File: config.mk
export PLATFORM = sky130hd
export DESIGN_NAME = mips_control_sequencer
export DESIGN_NICKNAME = d
export VERILOG_FILES = /design/src/rtl/mips_control_sequencer.sv
export SDC_FILE = /design/constraint.sdc
export NUM_CORES = 1
export LEC_CHECK = 0
export CORE_AREA = 3 3 58 60
export CTS_BUF_LIST = sky130_fd_sc_hd__clkbuf_4
export DETAILED_ROUTE_END_ITERATION = 8
export DIE_AREA = 0 0 61 63
export GPL_TIMING_DRIVEN = 0
export PLACE_DENSITY_LB_ADDON = 0.25
export REMOVE_ABC_BUFFERS = 1
export SYNTH_ARGS = -nofsm -noshare
export SYNTH_HDL_FRONTEND = slang
export SYNTH_SLANG_ARGS = --single-unit
File: constraint.sdc
create_clock -name clk -period 5.9 [get_ports clk]
set_clock_uncertainty 0.2 [all_clocks]
set_input_delay 1.18 -clock clk [delete_from_list [all_inputs] [get_ports clk]]
set_output_delay 1.18 -clock clk [all_outputs]
set_load 0.01 [all_outputs]
File: src/rtl/mips_control_sequencer.sv
// Multicycle control sequencer for the MIPS datapath: fetch, decode,
// execute and memory-wait sequencing with a memory-timeout trap.
// Optional feature macro: SEQ_PERF_CNT_EN (retired-instruction counter).
module mips_control_sequencer #(
    parameter int unsigned MOC_TIMEOUT = 16
) (
    input  logic        clk,
    input  logic        reset,
    input  logic [6:0]  state_sel,
    input  logic        cond,
    input  logic        mem_moc,
    output logic [6:0]  state,
    output logic        mem_en,
    output logic        mem_rw,
    output logic        mar_ld,
    output logic        ir_ld,
    output logic        mdr_ld,
    output logic        pc_ld,
    output logic        npc_ld,
    output logic        rf_ld,
    output logic        bus_err,
    output logic [31:0] instr_retired
);

    typedef enum logic [6:0] {
        S_RESET      = 7'd0,
        S_FETCH      = 7'd1,
        S_FETCH_WAIT = 7'd2,
        S_DECODE     = 7'd3,
        S_ALU        = 7'd6,
        S_STORE      = 7'd7,
        S_STORE_WAIT = 7'd8,
        S_BR_A       = 7'd11,
        S_BR_TAKEN   = 7'd12,
        S_LOAD       = 7'd13,
        S_LOAD_WAIT  = 7'd14,
        S_LOAD_WB    = 7'd15,
        S_ALU_LO     = 7'd17,
        S_ALU_HI     = 7'd35,
        S_BR_B       = 7'd37,
        S_BR_C       = 7'd39,
        S_BR_D       = 7'd41,
        S_BR_E       = 7'd42,
        S_JR         = 7'd44,
        S_ERROR      = 7'd63
    } state_t;

    localparam int unsigned CW = (MOC_TIMEOUT > 2) ? $clog2(MOC_TIMEOUT) : 1;
    localparam logic [CW-1:0] CNT_LAST = CW'(MOC_TIMEOUT - 1);

    state_t          state_q, state_d;
    logic [CW-1:0]   wait_cnt, wait_cnt_d;
    logic            retire;
    logic            timeout;

    function automatic logic is_alu(input logic [6:0] s);
        return (s == 7'd6) || ((s >= 7'd17) && (s <= 7'd35));
    endfunction

    function automatic logic is_branch(input logic [6:0] s);
        return (s == 7'd11) || (s == 7'd37) || (s == 7'd39) ||
               (s == 7'd41) || (s == 7'd42);
    endfunction

    // Only these targets are real execute states; anything else refetches.
    function automatic logic dispatch_ok(input logic [6:0] s);
        return is_alu(s) || is_branch(s) || (s == 7'd7) ||
               (s == 7'd13) || (s == 7'd44);
    endfunction

    function automatic logic is_wait(input logic [6:0] s);
        return (s == 7'd2) || (s == 7'd8) || (s == 7'd14);
    endfunction

    assign timeout = (wait_cnt == CNT_LAST);

    // Next-state, retire and strobe decode from the current state.
    always_comb begin
        state_d = state_q;
        retire  = 1'b0;
        mem_en  = 1'b0;
        mem_rw  = 1'b0;
        mar_ld  = 1'b0;
        ir_ld   = 1'b0;
        mdr_ld  = 1'b0;
        pc_ld   = 1'b0;
        npc_ld  = 1'b0;
        rf_ld   = 1'b0;
        bus_err = 1'b0;
        case (state_q)
            S_RESET: state_d = S_FETCH;
            S_FETCH: begin
                mar_ld  = 1'b1;
                state_d = S_FETCH_WAIT;
            end
            S_FETCH_WAIT: begin
                mem_en = 1'b1;
                mem_rw = 1'b1;
                ir_ld  = mem_moc;
                if (mem_moc)      state_d = S_DECODE;
                else if (timeout) state_d = S_ERROR;
            end
            S_DECODE: begin
                pc_ld   = 1'b1;
                npc_ld  = 1'b1;
                state_d = dispatch_ok(state_sel) ? state_t'(state_sel) : S_FETCH;
            end
            S_STORE: begin
                mar_ld  = 1'b1;
                state_d = S_STORE_WAIT;
            end
            S_STORE_WAIT: begin
                mem_en = 1'b1;
                if (mem_moc) begin
                    state_d = S_FETCH;
                    retire  = 1'b1;
                end else if (timeout) begin
                    state_d = S_ERROR;
                end
            end
            S_LOAD: begin
                mar_ld  = 1'b1;
                state_d = S_LOAD_WAIT;
            end
            S_LOAD_WAIT: begin
                mem_en = 1'b1;
                mem_rw = 1'b1;
                mdr_ld = mem_moc;
                if (mem_moc)      state_d = S_LOAD_WB;
                else if (timeout) state_d = S_ERROR;
            end
            S_LOAD_WB: begin
                rf_ld   = 1'b1;
                state_d = S_FETCH;
                retire  = 1'b1;
            end
            S_BR_TAKEN, S_JR: begin
                pc_ld   = 1'b1;
                npc_ld  = 1'b1;
                state_d = S_FETCH;
                retire  = 1'b1;
            end
            S_BR_A, S_BR_B, S_BR_C, S_BR_D, S_BR_E: begin
                state_d = cond ? S_BR_TAKEN : S_FETCH;
                retire  = ~cond;
            end
            S_ERROR: bus_err = 1'b1;
            default: begin
                // ALU range 17..35 is mostly unnamed, so it is decoded here.
                state_d = S_FETCH;
                if (is_alu(state_q)) begin
                    rf_ld  = 1'b1;
                    retire = 1'b1;
                end
            end
        endcase
    end

    // Wait counter runs only while a wait state holds; any transition clears it.
    always_comb begin
        wait_cnt_d = '0;
        if (is_wait(state_q) && (state_d == state_q))
            wait_cnt_d = wait_cnt + 1'b1;
    end

    // State and wait-counter registers.
    always_ff @(posedge clk or posedge reset) begin
        if (reset) begin
            state_q  <= S_RESET;
            wait_cnt <= '0;
        end else begin
            state_q  <= state_d;
            wait_cnt <= wait_cnt_d;
        end
    end

    assign state = state_q;

`ifdef SEQ_PERF_CNT_EN
    logic [31:0] retired_q;

    // Retired-instruction counter, wraps naturally at 2^32.
    always_ff @(posedge clk or posedge reset) begin
        if (reset)       retired_q <= '0;
        else if (retire) retired_q <= retired_q + 32'd1;
    end

    assign instr_retired = retired_q;
`else
    logic unused_retire;
    assign unused_retire = retire;
    assign instr_retired = '0;
`endif

endmodule
==> out/qor.csv <==
stage,metric,value,unit
logic_synthesis,synthTopCellsByCount,"buf_4, nor2_1, dfrtp_1, o21ai_0, nand2_1",
finish,seqCellArea,275.3,µm²
logic_synthesis,synthDistinctLibCells,49,
route,post-route-drc-count,0,
route,routed_wl,2940,µm
finish,final.fill_count,318,
clocking,path_clk_slew,0.07,ns
finish,layout-drive-gt1-share,0.06250,
timing,finalHoldViolations,0,
clocking,post-cts-setup-buffers,0,
worst_setup_path,cp-start-kind,register,
worst_setup_path,endpoint_kind,output pin,
clocking,root_buffer,clkbuf_4,
run_status,run_status,completed,
die,row_count,20,
logic_synthesis,synth-edff-count,0,
logic_synthesis,synthFlopType,dfrtp_1,
placed_design,gp_congestion,0.8418,
worst_setup_path,arrival,2.70,ns
timing,min_period,4.082,ns
clocking,cts_resized,0,
logic_synthesis,avgSynthCellArea,7.529,µm²
worst_setup_path,worstPathMaxFanout,16,
logic_synthesis,yosysTopAreaCellShare,0.2113,
clocking,cts_hold_buf,0,
route,viasPerCell,5.324,
route,initialDrtViolationCount,83,
global_routing,grt_usage,0.1596,
finish,fin_nets,205,
timing,max_freq,245.0,MHz
finish,diodes,0,
placed_design,place_hpwl,2311,µm
die,initial_core_util,0.4374,
finish,areaGrowthSynthToFinish,12.01,%
timing,worst_slew_pin_slew,0.7288,ns
global_routing,grt_pass1_vias,1049,
logic_synthesis,synthCells,173,
logic_synthesis,synth-seq-area-share,0.2113,
power_and_ir_drop,power-per-cell-area,200.5,mW/mm²
timing,setup_viol,0,
route,dr_total_vias,1198,
power_and_ir_drop,max-vdd-ir-drop,0.07293,mV
die,dieArea,0.003843,mm²
timing,slew_headroom,0.5016,
global_routing,antenna_found_initial,0,
worst_setup_path,crit_chain,or3_1 -> a2111oi_0 -> a21oi_1 -> o2111ai_1 -> o21ai_0 -> clkdlybuf4s50_1,
global_routing,grt_max_degree,17,
logic_synthesis,ys_warn_count,0,
worst_setup_path,cpPeakStageDelay,0.66,ns
timing,finalSetupTns,0,ns
logic_synthesis,synth.area.top_cells,"dfrtp_1, buf_4, nor2_1",
die,fp.coreArea,0.002978,mm²
die,io_pins,59,
placed_design,port_buffers,26,
clocking,ctsHtreeMaxLevel,1,
route,drtAntennaViolNets,0,
finish,multi_input_area,825.8,µm²
worst_setup_path,path_class,register to output pin,
clocking,cts_made_buffers,3,
route,wire_per_inst,13.07,µm
worst_setup_path,cpMaxStageDelayCell,a2111oi_0,
worst_setup_path,crit_required,4.52,ns
die,die_w,61,µm
clocking,insertion_delay,0.26,ns
logic_synthesis,async_flop_share,1.000,
logic_synthesis,synth.largest_area_cell,dfrtp_1,
timing,fin_hold_ws,0.2711,ns
route,dr.pass1.iters,4,
logic_synthesis,syn_area,0.001302,mm²
timing,slew_violations,0,
clocking,clock_path_buffers,2,
timing,period_share,0.6919,
logic_synthesis,synth.most_common_cell,buf_4,
logic_synthesis,yosys_register_bits,11,
clocking,tritoncts,done,
power_and_ir_drop,leakage,0.6756,nW
die,die_h,63,µm
global_routing,grt_pass1_wl,4843,µm
clocking,cts_sinks,11,
global_routing,grt_overflow,0,
worst_hold_path,min_path_type,register to register,
timing,rsz0062_at_grt,false,
flow_run,cap_violations,0,
placed cells by master (no fill, tap or decap), drive strengths merged, types with 2 or more instances in the layout:
master	netlist	final
a2111oi	2	2
a211oi	2	2
a21o	6	6
a21oi	6	6
a31oi	2	2
and3	3	3
clkbuf	7	4
clkdlybuf4s50	0	26
conb	1	33
dfrtp	11	11
inv	7	7
nand2	8	8
nand2b	2	2
nand3	4	4
nor2	19	19
nor2b	3	3
nor3	7	7
nor4b	2	2
o21ai	9	9
o31ai	3	3
or2	2	2
or3	4	4
xnor2	3	3
xor2	3	3
routing by layer:
layer / share of wire / vias to the layer above / GRT usage
met1: 0.42 / 541 / 0.2197
met4: 0.0075 / 0 / 0.06233
met5: 0 / - / 0
met2: 0.49 / 71 / 0.2513
met3: 0.088 / 2 / 0.01446
li1: - / 584 / -
worst max-delay path, delay by kind of cell, from the launching register on:
kind | cells | cell delay, ns
compound gates | 4 | 0.96
buf+inv | 1 | 0.50
flops | 1 | 0.56
simple gates | 1 | 0.42
cell type report:
type | count | share of cell area
Multi-Input combinational cell | 144 | 0.5660
Sequential cell | 11 | 0.1887
Timing Repair Buffer | 26 | 0.1784
Tap cell | 33 | 0.02830
Clock buffer | 4 | 0.02058
Inverter | 7 | 0.01801
flip-flops by register name (all words and copies together), names as in the netlist:
name,cells
state,7
wait_cnt,4
through the flow:
step	util	power, W	worst slack, ns	area [µm²]	std cells
4_1_cts	0.4899	0.0002940	1.845	1459	225
3_5_place_dp	0.4798	0.0002385	1.947	1429	221
5_1_grt	0.4899	0.0003182	1.611	1459	225
3_3_place_gp	0.4798	0.0002346	1.939	1429	221
6_report	0.4899	0.0002924	1.818	1459	225
2_1_floorplan	-	0.0001832	2.823	1127	162
kinds of logic (layout without fill, tap and decap cells):
family	after synthesis	after routing	synth area share
DFF	11	11	0.2113
AOI/OAI and AO/OA	40	40	0.2085
and+or+nand+nor	61	61	0.2565
buffers and inverters	50	37	0.2469
other	1	33	0.002879
muxes	2	2	0.01633
adders and majority gates	2	2	0.01729
xor gates and xnor gates	6	6	0.04035
power breakdown:
| group | switching, W | total, W | internal (W) |
|---|---|---|---|
| logic | 0.0000680 | 0.000132 | 0.0000638 |
| clock network | 0.0000235 | 0.0000542 | 0.0000307 |
| registers | 0.0000250 | 0.000107 | 0.0000815 |
| total | 0.000116 | 0.000292 | 0.000176 |
path summary, 6_finish.rpt:
kind | startpoint | to | slack (ns) | depth (start not counted)
min in group asynchronous | reset | wait_cnt[2]$_DFF_PP0_ | 1.00 | 2
max in group asynchronous | reset | state[1]$_DFF_PP0_ | 4.22 | 2
setup reg to reg | state[1]$_DFF_PP0_ | state[3]$_DFF_PP0_ | 3.54 | 5
setup / recovery | state[1]$_DFF_PP0_ | rf_ld | 1.82 | 6
hold / removal | wait_cnt[0]$_DFF_PP0_ | wait_cnt[0]$_DFF_PP0_ | 0.27 | 1
hold reg to reg | wait_cnt[0]$_DFF_PP0_ | wait_cnt[0]$_DFF_PP0_ | 0.27 | 1
(Power assumes the default switching activity.)
